File: src/rtl/fib_seq_pkg.sv
// Shared types and helpers for the second-order
// additive sequence engine.
package fib_seq_pkg;

  typedef enum logic [1:0] {
    S_IDLE,
    S_RUN,
    S_STREAM,
    S_DONE
  } state_t;

  localparam logic MODE_NTH    = 1'b0;
  localparam logic MODE_STREAM = 1'b1;

  // All-ones value of a w-bit term (w <= 64)
  function automatic logic [63:0] sat_max(input int w);
    return {64{1'b1}} >> (64 - w);
  endfunction

endpackage

File: src/rtl/fibonacci_seq_engine_fib_sat_adder.sv
// Term adder: wraps or clamps to all-ones on carry,
// carry always reported.
module fib_sat_adder #(
  parameter int WIDTH    = 16,
  parameter int SATURATE = 0
) (
  input  logic [WIDTH-1:0] a_i,
  input  logic [WIDTH-1:0] b_i,
  output logic [WIDTH-1:0] sum_o,
  output logic             carry_o
);
  import fib_seq_pkg::*;

  localparam logic [WIDTH-1:0] MAX =
    WIDTH'(sat_max(WIDTH));

  logic [WIDTH:0] full;

  assign full    = {1'b0, a_i} + {1'b0, b_i};
  assign carry_o = full[WIDTH];
  assign sum_o   = (SATURATE != 0 && carry_o) ?
                   MAX : full[WIDTH-1:0];

endmodule

File: src/rtl/fibonacci_seq_engine.sv
// Second-order additive sequence engine with
// nth-term and back-pressured stream modes.
module fibonacci_seq_engine #(
  parameter int WIDTH    = 16,
  parameter int N_W      = 8,
  parameter int SATURATE = 0
) (
  input  logic             clk,
  input  logic             rst,
  input  logic             start,
  input  logic [N_W-1:0]   n,
  input  logic [WIDTH-1:0] seed0,
  input  logic [WIDTH-1:0] seed1,
  input  logic             stream_en,
  input  logic             abort,
  output logic             busy,
  output logic             done,
  output logic [WIDTH-1:0] result,
  output logic             overflow,
  output logic             out_valid,
  input  logic             out_ready,
  output logic [WIDTH-1:0] out_data,
  output logic [N_W-1:0]   out_idx,
  output logic             out_last
);
  import fib_seq_pkg::*;

  state_t           state_q, state_d;
  logic [WIDTH-1:0] a_q, a_d, b_q, b_d;
  logic             a_ovf_q, a_ovf_d;
  logic             b_ovf_q, b_ovf_d;
  logic [N_W-1:0]   idx_q, idx_d;
  logic [N_W-1:0]   n_q, n_d;
  logic [WIDTH-1:0] result_q, result_d;
  logic             ovf_q, ovf_d;

  logic [WIDTH-1:0] sum;
  logic             carry;
  logic             at_n;

  fib_sat_adder #(
    .WIDTH    (WIDTH),
    .SATURATE (SATURATE)
  ) u_add (
    .a_i     (a_q),
    .b_i     (b_q),
    .sum_o   (sum),
    .carry_o (carry)
  );

  assign at_n = (idx_q == n_q);

  always_comb begin
    state_d  = state_q;
    a_d      = a_q;
    b_d      = b_q;
    a_ovf_d  = a_ovf_q;
    b_ovf_d  = b_ovf_q;
    idx_d    = idx_q;
    n_d      = n_q;
    result_d = result_q;
    ovf_d    = ovf_q;
    unique case (state_q)
      S_IDLE: begin
        if (start) begin
          n_d     = n;
          a_d     = seed0;
          b_d     = seed1;
          a_ovf_d = 1'b0;
          b_ovf_d = 1'b0;
          idx_d   = '0;
          ovf_d   = 1'b0;
          unique case (stream_en)
            MODE_NTH:    state_d = S_RUN;
            MODE_STREAM: state_d = S_STREAM;
          endcase
        end
      end
      S_RUN: begin
        if (abort) begin
          state_d = S_IDLE;
        end else if (at_n) begin
          result_d = a_q;
          ovf_d    = a_ovf_q;
          state_d  = S_DONE;
        end else begin
          a_d     = b_q;
          a_ovf_d = b_ovf_q;
          b_d     = sum;
          b_ovf_d = carry | a_ovf_q | b_ovf_q;
          idx_d   = idx_q + N_W'(1);
        end
      end
      S_STREAM: begin
        if (abort) begin
          state_d = S_IDLE;
        end else if (out_ready) begin
          // Only accepted terms feed the sticky flag
          ovf_d = ovf_q | a_ovf_q;
          if (at_n) begin
            result_d = a_q;
            state_d  = S_DONE;
          end else begin
            a_d     = b_q;
            a_ovf_d = b_ovf_q;
            b_d     = sum;
            b_ovf_d = carry | a_ovf_q | b_ovf_q;
            idx_d   = idx_q + N_W'(1);
          end
        end
      end
      S_DONE: state_d = S_IDLE;
      default: state_d = S_IDLE;
    endcase
  end

  always_ff @(posedge clk or posedge rst) begin
    if (rst) begin
      state_q  <= S_IDLE;
      a_q      <= '0;
      b_q      <= '0;
      a_ovf_q  <= 1'b0;
      b_ovf_q  <= 1'b0;
      idx_q    <= '0;
      n_q      <= '0;
      result_q <= '0;
      ovf_q    <= 1'b0;
    end else begin
      state_q  <= state_d;
      a_q      <= a_d;
      b_q      <= b_d;
      a_ovf_q  <= a_ovf_d;
      b_ovf_q  <= b_ovf_d;
      idx_q    <= idx_d;
      n_q      <= n_d;
      result_q <= result_d;
      ovf_q    <= ovf_d;
    end
  end

  assign busy      = (state_q != S_IDLE);
  assign done      = (state_q == S_DONE);
  assign out_valid = (state_q == S_STREAM);
  assign out_last  = out_valid && at_n;
  assign out_data  = a_q;
  assign out_idx   = idx_q;
  assign result    = result_q;
  assign overflow  = ovf_q;

endmodule
File: config.mk
export PLATFORM = sky130hd
export DESIGN_NAME = fibonacci_seq_engine
export DESIGN_NICKNAME = d
export VERILOG_FILES = /design/src/rtl/fib_seq_pkg.sv /design/src/rtl/fibonacci_seq_engine_fib_sat_adder.sv /design/src/rtl/fibonacci_seq_engine.sv
export SDC_FILE = /design/constraint.sdc
export NUM_CORES = 1
export LEC_CHECK = 0
export ABC_AREA = 1
export BUFFER_PORTS_ARGS = -buffer_cell sky130_fd_sc_hd__buf_2
export CAP_MARGIN = 10
export CORE_MARGIN = 1
export CORE_UTILIZATION = 60
export DETAILED_ROUTE_END_ITERATION = 8
export GPL_ROUTABILITY_DRIVEN = 0
export PLACE_DENSITY_LB_ADDON = 0.1
export SLEW_MARGIN = 10
export SYNTH_ARGS = -nofsm -noshare
export SYNTH_HDL_FRONTEND = slang
export SYNTH_SLANG_ARGS = --single-unit
export TNS_END_PERCENT = 1
File: constraint.sdc
create_clock -name clk -period 3.45 [get_ports clk]
set_clock_uncertainty 0.2 [all_clocks]
set_input_delay 0.1725 -clock clk [delete_from_list [all_inputs] [get_ports clk]]
set_output_delay 0.1725 -clock clk [all_outputs]
set_load 0.01 [all_outputs]
* Word-level counts from Yosys, hierarchy flattened
Index checks and enable logic that the tools add are counted.
** Word-level totals
- Bits in registers :: 69
- Output and inout port bits :: 45
- Word-level logic and storage cells :: 81
** Cells by class
- Add/subtract/negate cells :: 2
- Bitwise gates (word level) :: 4
- Eq/ne operators :: 10
- Reduce and logical (&&, ||, !) cells :: 10
- Mux-type cells :: 46
** Operator list (count)
- 16-bit two-way mux :: 14
- 16-bit case mux with 3 select lines :: 2
- 8-bit two-way mux :: 5
- 16-bit case mux with 2 select lines :: 1
- 8-bit case mux with 3 select lines :: 1
- 16-bit by 16-bit adder with 17-bit output :: 1
- 1-bit two-way mux :: 13
- 2-bit two-way mux :: 5
- 1-bit case mux with 3 select lines :: 3
- 8-bit by 1-bit adder with 8-bit output, second input constant :: 1
- 8-bit equality test :: 1
- 2-bit != test, second input constant :: 4
- 2-bit case mux with 4 select lines :: 1
- 6-bit AND reduction :: 1
- 5-bit AND reduction :: 1
- 2-bit equality test, second input constant :: 2
- 2-bit case mux with 2 select lines :: 1
- 2-bit AND reduction :: 2
- 4-bit AND reduction :: 1
- 2-bit nonzero test :: 2
- 3-bit by 2-bit != test with 1-bit output, second input constant :: 1
- 1-bit bitwise OR :: 3
- 3-bit nonzero test :: 1
- 2-bit by 1-bit equality test with 1-bit output, second input constant :: 1
- 4 further kinds :: 4

* Logic depth before layout (Yosys ltp)
Gate-level depths: netlist of run 1.
- Depth in word-level cells :: 7
- Mapped depth :: 13
- Mapped depth without buffers :: 13

* Hierarchy
From an unflattened synthesis of run 1, not the netlist that was laid out.
** Second synthesis, totals
- Cell total of the unflattened synthesis :: 677
- Area, all modules :: 4638.2 µm²
** By module, submodules not included
- fibonacci_seq_engine :: instances 1, area an instance 3658.5 µm², cells each 492
- fib_sat_adder :: instances 1, area an instance 979.7 µm², cells each 185

* Least setup slack after synthesis of run 1
Ideal clock, no wire load.
- Kind :: reg2reg
- From :: register a_q[0] (netlist: out_data[0])
- To :: register b_q[8]
- Path buffers :: 0
- Data arrival time :: 1.640 ns
- Library setup time :: 0.116 ns
- Slack :: 1.494 ns
- Stages on the path, launching flop included :: 14
- Clock period less this slack :: 1.956 ns
- Cells stage by stage :: dfrtp_1 ha_1 inv_1 fa_1 inv_1 nand3_1 nand3_1 nand2_1 nand2_1 nand2_1 nand2_1 o21ai_0 nand2_1 nand2_1
** Between the ends
- Longest elaborated chain between the ends :: 5
** RTL lines
- start, declared :: line fibonacci_seq_engine.sv:29 : logic [WIDTH-1:0] a_q, a_d, b_q, b_d;
- start signal, assigned :: line fibonacci_seq_engine.sv:120 : a_q <= '0;
- start signal, assigned :: line fibonacci_seq_engine.sv:130 : a_q <= a_d;
- 16-bit by 16-bit adder with 17-bit output * :: line fibonacci_seq_engine_fib_sat_adder.sv:19 : assign full = {1'b0, a_i} + {1'b0, b_i};
- 16-bit two-way mux * :: line fibonacci_seq_engine.sv:82, fibonacci_seq_engine.sv:100
- 16-bit two-way mux :: line fibonacci_seq_engine.sv:97 : end else if (out_ready) begin
- 16-bit two-way mux :: line fibonacci_seq_engine.sv:95 : if (abort) begin
- 16-bit case mux with 3 select lines * :: line fibonacci_seq_engine.sv:63 : unique case (state_q)
- end signal, assigned :: line fibonacci_seq_engine.sv:121 : b_q <= '0;
- end signal, assigned :: line fibonacci_seq_engine.sv:131 : b_q <= b_d;
- end, declared :: line fibonacci_seq_engine.sv:29
Every way passes the cells marked *; elsewhere a longest branch is shown, timed or not. The select of a mux whose other input is x is not followed.
A chain may end at the register's enable or synchronous reset.

* Worst setup path in the final report of run 1
- From :: register state_q[0]
- To :: register b_q[1]
** Between the ends
- Longest elaborated chain between the ends :: 3
** RTL lines
- start, declared :: line fibonacci_seq_engine.sv:28 : state_t state_q, state_d;
- start signal, assigned :: line fibonacci_seq_engine.sv:129 : state_q <= state_d;
- 2-bit equality test, or another cell as far along :: line fibonacci_seq_engine.sv:63
- 2-bit by 1-bit != test with 1-bit output (no source line), or another cell as far along
- 5-bit AND reduction (no source line)
Several ways; a longest one is shown, not always the timed one.

==> run metrics, run 1 <==
status finished clean; GR Overflow Total 0; total CTS buffers 9; pin count of the biggest net entering global routing 57; dpl hpwl around 7300 µm; max-slew violation count 0; RSZ-0062 raised after global routing false; top-area cell type share of the netlist area 38.1%; final core utilization a little under 80%; drt via density 5.01; clock root buffer clkbuf_8; fin crit share between 80% and 90%; Max Root-Sink Buffers 2; worst hold slack roughly 0.014 ns; post-CTS setup buffers 0; initial DRC count between 150 and 200; PortBufs 90; DR pass1 iterations 5; CORE AREA approximately 0.0073 mm²; Post-Synthesis Net Count just over 700; Slew headroom between 40% and 50%; max incr delay on CP ~0.54 ns; internal power around 0.0028 W; first-pass GRT wire length between 15000 and 20000 µm; I/O Pins 91; critical path's slowest cell buf_4; Die Width 88.9 µm; Worst EP required 3.52 ns; Total Routing Usage GR 29.8%; worst min-delay path category in -> reg; f_max about 360 MHz; fraction of layout cells with a size suffix above 1 about a fifth; Synth area leaders dfrtp_1 38%, nand2_1 21%, inv_1 7.5%; Chip Height 88.9 µm; combinational share of power around 61%; Final Hold Viols 0; Synth Warn # 0; sequential share of the synthesized area a little under two fifths; WP data arrival ~2.9 ns; Cell Pwr Density about 980 mW/mm²; DRC violations left 0; Max-cap violations 0; Diodes inserted 0; crit path capture type flip-flop; CP Max Fanout between 50 and 60; worst slew pin tran 0.798 ns; routed length per placed instance about 13 µm; Die ar. ~0.0079 mm²; clock sinks a little under 70; Clock transition at path regs around 0.08 ns; met3 Track Usage GR 5.17%; switching share of power roughly half; Post-Syn Area approximately 0.0045 mm²; Mapped Cells around 640; count of cell types in the netlist 29; CP Class reg -> reg; Non-Filler Cell Area, Final ~0.0057 mm²; antenna violations before repair 0; worst skew pair latency between 0.3 and 0.4 ns; GRT met1 Usage a little over a third; final net count roughly 840; cell family with most CP delay buffers and inverters; Fill cells a little under 600; CTS tree yes; Psw between 0.002 and 0.003 W; GRT Max-Usage Layer met2; initial core utilization between 60% and 70%; DP Area 0.00502 mm²; fin crit period around 2.8 ns; VDD IR-drop max 0.654 mV; vias in the first global route between 4000 and 5000; Post-DRT Antenna Nets 0; P_leak approximately 3.2 nW; Area Growth Syn to Fin 24.9%; total negative slack 0 ns; Clk network pwr share between 10 and 15%; H-tree Lvls 3; crit-path cells inv_1, ha_1, inv_2, nand2_1, a211oi_2, nand2_2, buf_4, inv_2, buf_4, nand2_1, o21ai_1; Sequential Power Share approximately 25%; average size of a mapped cell slightly above 7 µm²; final WL approximately 11000 µm; Synth area leader dfrtp_1; number of synthesized register bits 69; Vias approximately 4400; Core Rows 31; WP buf/inv 5; endpoints failing setup 0; startpoint types flip-flop; grt met2 use between 50% and 60%
logic make-up after synthesis:
group                    synth area share (%)
adder cells (fa/ha/maj)                  6.52
flip-flops                               38.1
buffers and inverters                    10.9
XOR/XNOR                                 3.06
AO/OA/AOI/OAI                            8.86
multiplexers                             1.99
AND/OR/NAND/NOR                          30.6
per-layer routing:
metal	wire (µm)	vias up
met5	0	-
met1	4680	1975
met2	5490	139
met4	229	0
met3	559	24
li1	-	2224
path summary, 6_finish.rpt:
path | startpoint | endpoint | slack, ns | depth (start not counted)
min reg2reg | result[7] | result[7] | 0.28 | 2
max in group asynchronous | rst | out_data[15] | 2.00 | 4
min in group asynchronous | rst | out_data[0] | 0.30 | 3
min | seed1[14] | b_q[14] | 0.01 | 5
max | state_q[0] | b_q[1] | 0.67 | 11
max reg2reg | state_q[0] | b_q[1] | 0.67 | 11
layout by cell type, fill, tap and decap left out, drive strengths merged:
cell type,netlist,routed
o21ai,56,56
mux2,8,8
nor3,5,5
inv,92,94
o22ai,1,1
fa,1,1
buf,14,98
or2,3,3
dlygate4sd3,0,41
clkbuf,7,10
nand3,35,35
xnor2,9,9
and2,1,1
clkinv,0,1
bufinv,0,2
a21oi,10,10
nand4,3,3
nor2,34,34
ha,22,22
dfrtp,69,69
clkinvlp,0,1
xor2,6,6
a211oi,1,1
nand2,260,260
power groups by stage:
stage | Clock [W] | Sequential (W) | Combinational [W]
CTS | 0.000771 | 0.00138 | 0.00336
floorplan | 0 | 0.00141 | 0.00259
detailed placement | 0 | 0.00140 | 0.00328
global placement | 0 | 0.00138 | 0.00318
global route | 0.000806 | 0.00142 | 0.00387
finish | 0.000762 | 0.00139 | 0.00337
repair_timing:
| item | 4_1_cts | 5_1_grt |
|---|---|---|
| gates resized for setup | 0 | 0 |
| endpoints found under the hold margin | 71 | 0 |
| hold buffers | 41 | 0 |
worst reg2reg max path, stage by stage (launching register included):
cell and delay, ns:
dfrtp_1 0.41, inv_1 0.11, ha_1 0.27, inv_2 0.09
nand2_1 0.09, a211oi_2 0.31, nand2_2 0.09, buf_4 0.24
inv_2 0.08, buf_4 0.54, nand2_1 0.18, o21ai_1 0.11
cell type report:
type                    instances  area, µm²  share of cell area, %
multi-input cells             455       2310                   40.8
flip-flops and latches         69       1730                   30.5
repair buffers                139        921                   16.3
inverters                      92        345                   6.10
clock buffers                  10        138                   2.43
well taps                      99        124                   2.19
clock inverters                 6       93.8                   1.66
synth_stat cells (all sizes together):
master / instances
a211oi: 1
a21oi: 10
and2: 1
buf: 14
clkbuf: 7
dfrtp: 69
fa: 1
ha: 22
inv: 92
mux2: 8
nand2: 260
nand3: 35
nand4: 3
nor2: 34
nor3: 5
o21ai: 56
o22ai: 1
or2: 3
xnor2: 9
xor2: 6
per-stage QoR:
stage / power, W / setup WS (ns) / cells
finish: 0.00552 / 0.668 / 870
global route: 0.00610 / 0.519 / 870
CTS: 0.00551 / 0.744 / 870
detailed placement: 0.00468 / 0.768 / 813
global placement: 0.00456 / 0.955 / 813
floorplan: 0.00400 / 1.34 / 637
sequential cells by signal, summed over array words and instances, names as in the netlist, 2 cells and up:
| name | count |
|---|---|
| result | 16 |
| state_q | 2 |
| n_q | 8 |
| b_q | 16 |
| out_data | 16 |
| out_idx | 8 |
Power figures use the tool's default switching activity.
==> run 2: changes to the inputs <==
--- a/config.mk
+++ b/config.mk
@@ -9,7 +9,7 @@
 export BUFFER_PORTS_ARGS = -buffer_cell sky130_fd_sc_hd__buf_2
 export CAP_MARGIN = 10
 export CORE_MARGIN = 1
-export CORE_UTILIZATION = 60
+export CORE_UTILIZATION = 56
 export DETAILED_ROUTE_END_ITERATION = 8
 export GPL_ROUTABILITY_DRIVEN = 0
 export PLACE_DENSITY_LB_ADDON = 0.1
==> constraint.sdc (replaced) <==
create_clock -name clk -period 2.9 [get_ports clk]
set_clock_uncertainty 0.2 [all_clocks]
set_input_delay 0.145 -clock clk [delete_from_list [all_inputs] [get_ports clk]]
set_output_delay 0.145 -clock clk [all_outputs]
set_load 0.01 [all_outputs]
==> run 2 against run 1 <==
Net effect:
- final area is 0.42% lower
- clock power is 5.5% lower
- wire length up 0.47%
- count of clock-buffer cells in the layout unchanged
- combinational power up 20%
- worst setup slack improved by 0.030 ns
- global-route usage is 1.5 points lower
- critical path depth is 1 lower
- via count increased by 0.71%
- critical path type unchanged
- critical endpoint is now b_q[3]
- largest power group unchanged
==> run metrics, run 2 (synthesis gave the netlist of run 1 again) <==
status finished clean; fraction of layout cells with a size suffix above 1 roughly a fifth; worst slew pin tran between 0.7 and 0.8 ns; Clk network pwr share roughly 11%; dpl hpwl approximately 7300 µm; fin crit share 75.9%; DR pass1 iterations 4; final cell count without fillers about 870; Hold Path Sink state_q[1]; commonest non-fill, non-tap cell in the layout nand2_1; most used cells in the layout excluding fill and tap cells 251 x nand2_1, 90 x buf_2, 89 x inv_1, 69 x dfrtp_1, 42 x dlygate4sd3_1; WP buf/inv 3; VDD IR-drop max between 0.8 and 0.9 mV; P_leak roughly 3.2 nW; RSZ-0062 raised after global routing false; Total Routing Usage GR approximately 28%; clock root buffer clkbuf_8; CP Max Fanout 56; CORE AREA between 0.007 and 0.008 mm²; endpoints failing setup 0; vias in the first global route about 4400; Cell Pwr Density between 1000 and 1500 mW/mm²; drt via density slightly above 5; PortBufs 90; worst min-delay path category in -> reg; Die ar. roughly 0.0085 mm²; Hold Crit Depth 5; GR Overflow Total 0; clock sinks 69; WP data arrival roughly 2.3 ns; max-slew violation count 0; hold buffers post-CTS 42; post-CTS setup buffers 0; Slew headroom 53.3%; initial DRC count roughly 170; Psw 0.00323 W; Core Rows 32; DRC violations left 0; final WL ~11000 µm; combinational share of power between 60% and 70%; CTS tree yes; flop2flop setup slack ~0.7 ns; routed length per placed instance between 10 and 15 µm; Final Hold Viols 0; switching share of power 50.4%; Max-cap violations 0; first-pass GRT wire length 18900 µm; Vias 4393; critical path's slowest cell dfrtp_1; Clock transition at path regs 0.08 ns; Post-CTS Resized 0; Hold Startpoint abort; crit-path cells inv_1, ha_1, nand2_1, nand2_1, a211oi_2, nand2_2, inv_2, buf_12, nand2_1, o21ai_0; f_max ~450 MHz; Post-DRT Antenna Nets 0; worst skew pair latency 0.36 ns; Fill cells around 650; H-tree Lvls 3; Worst EP required between 2 and 3 ns; pin count of the biggest net entering global routing 57; antenna violations before repair 0; Inst Count DP between 800 and 900; Diodes inserted 0; max incr delay on CP ~0.40 ns; cell family with most CP delay buffers and inverters; cells on worst reg2reg path 10; Max Root-Sink Buffers 2; Area Growth Syn to Fin 24.4%; I/O Pins between 90 and 100; crit path capture type flip-flop; worst reg2reg path startpoint state_q[0]; Die Width 92.0 µm; total CTS buffers 9; reg-to-reg endpoint b_q[3]; initial core utilization 58.3%; fin crit period about 2.2 ns; internal power roughly 0.0032 W; startpoint types flip-flop; Sequential Power Share roughly 26%; CP most frequent cell nand2_1; CP Class reg -> reg; final net count 835; Chip Height 92.0 µm; total negative slack 0 ns
[run 2: cell count changes in the layout (fill, tap and decap cells not counted)]
cell / before / now
buf_12: 0 / 2
buf_4: 8 / 5
bufinv_16: 2 / 0
clkinv_2: 0 / 3
clkinvlp_4: 1 / 2
dlygate4sd3_1: 41 / 42
inv_6: 2 / 0
[run 2: worst reg2reg max path, stage by stage, from the launching register on]
cell	delay, ns
dfrtp_1	0.40
inv_1	0.10
ha_1	0.26
nand2_1	0.12
nand2_1	0.10
a211oi_2	0.28
nand2_2	0.11
inv_2	0.07
buf_12	0.28
nand2_1	0.10
o21ai_0	0.10
[run 2: metrics by stage]
step	total power, W	setup slack, ns	utilization (%)	hold WS (ns)	area [µm²]
final	0.00640	0.698	72.6	0.0533	5640
after global placement	0.00548	0.904	64.9	0.0861	5040
after floorplan	0.00476	0.815	-	0.0956	4530
after CTS	0.00640	0.743	72.6	0.0278	5640
after global routing	0.00708	0.543	72.6	0.0996	5640
after detailed placement	0.00562	0.770	64.9	0.0986	5040
[run 2: cell type report]
class / count / area (µm²) / share of cell area (%)
Inverter: 92 / 345 / 6.13
Tap cell: 102 / 128 / 2.26
Sequential cell: 69 / 1730 / 30.6
Timing Repair Buffer: 139 / 948 / 16.8
Clock buffer: 10 / 138 / 2.44
Multi-Input combinational cell: 455 / 2310 / 41.0
Clock inverter: 6 / 38.8 / 0.688
[run 2: worst max path at each step]
stage	start	end	slack, ns	depth (start not counted)
6_report	state_q[0]	b_q[3]	0.70	10
4_1_cts	state_q[0]	b_q[3]	0.74	10
5_1_grt	out_data[0]	b_q[8]	0.54	12
2_1_floorplan	rst	a_ovf_q	0.82	1
3_3_place_gp	out_data[0]	b_q[8]	0.90	13
3_5_place_dp	state_q[0]	out_data[9]	0.77	10
[run 2: routing by layer]
metal | vias to the layer above | global-route usage (%) | share of wire, %
li1 | 2221 | - | -
met1 | 2022 | 33.7 | 43
met2 | 121 | 49.9 | 49
met3 | 29 | 5.14 | 4.5
met4 | 0 | 12.2 | 2.8
met5 | - | 0 | 0
[run 2: power by group through the flow]
stage / Sequential [W] / Combinational (W) / Clock (W)
after floorplan: 0.00168 / 0.00309 / 0
after global placement: 0.00163 / 0.00385 / 0
after detailed placement: 0.00165 / 0.00397 / 0
after CTS: 0.00164 / 0.00403 / 0.000737
after global routing: 0.00169 / 0.00463 / 0.000765
final: 0.00164 / 0.00404 / 0.000720
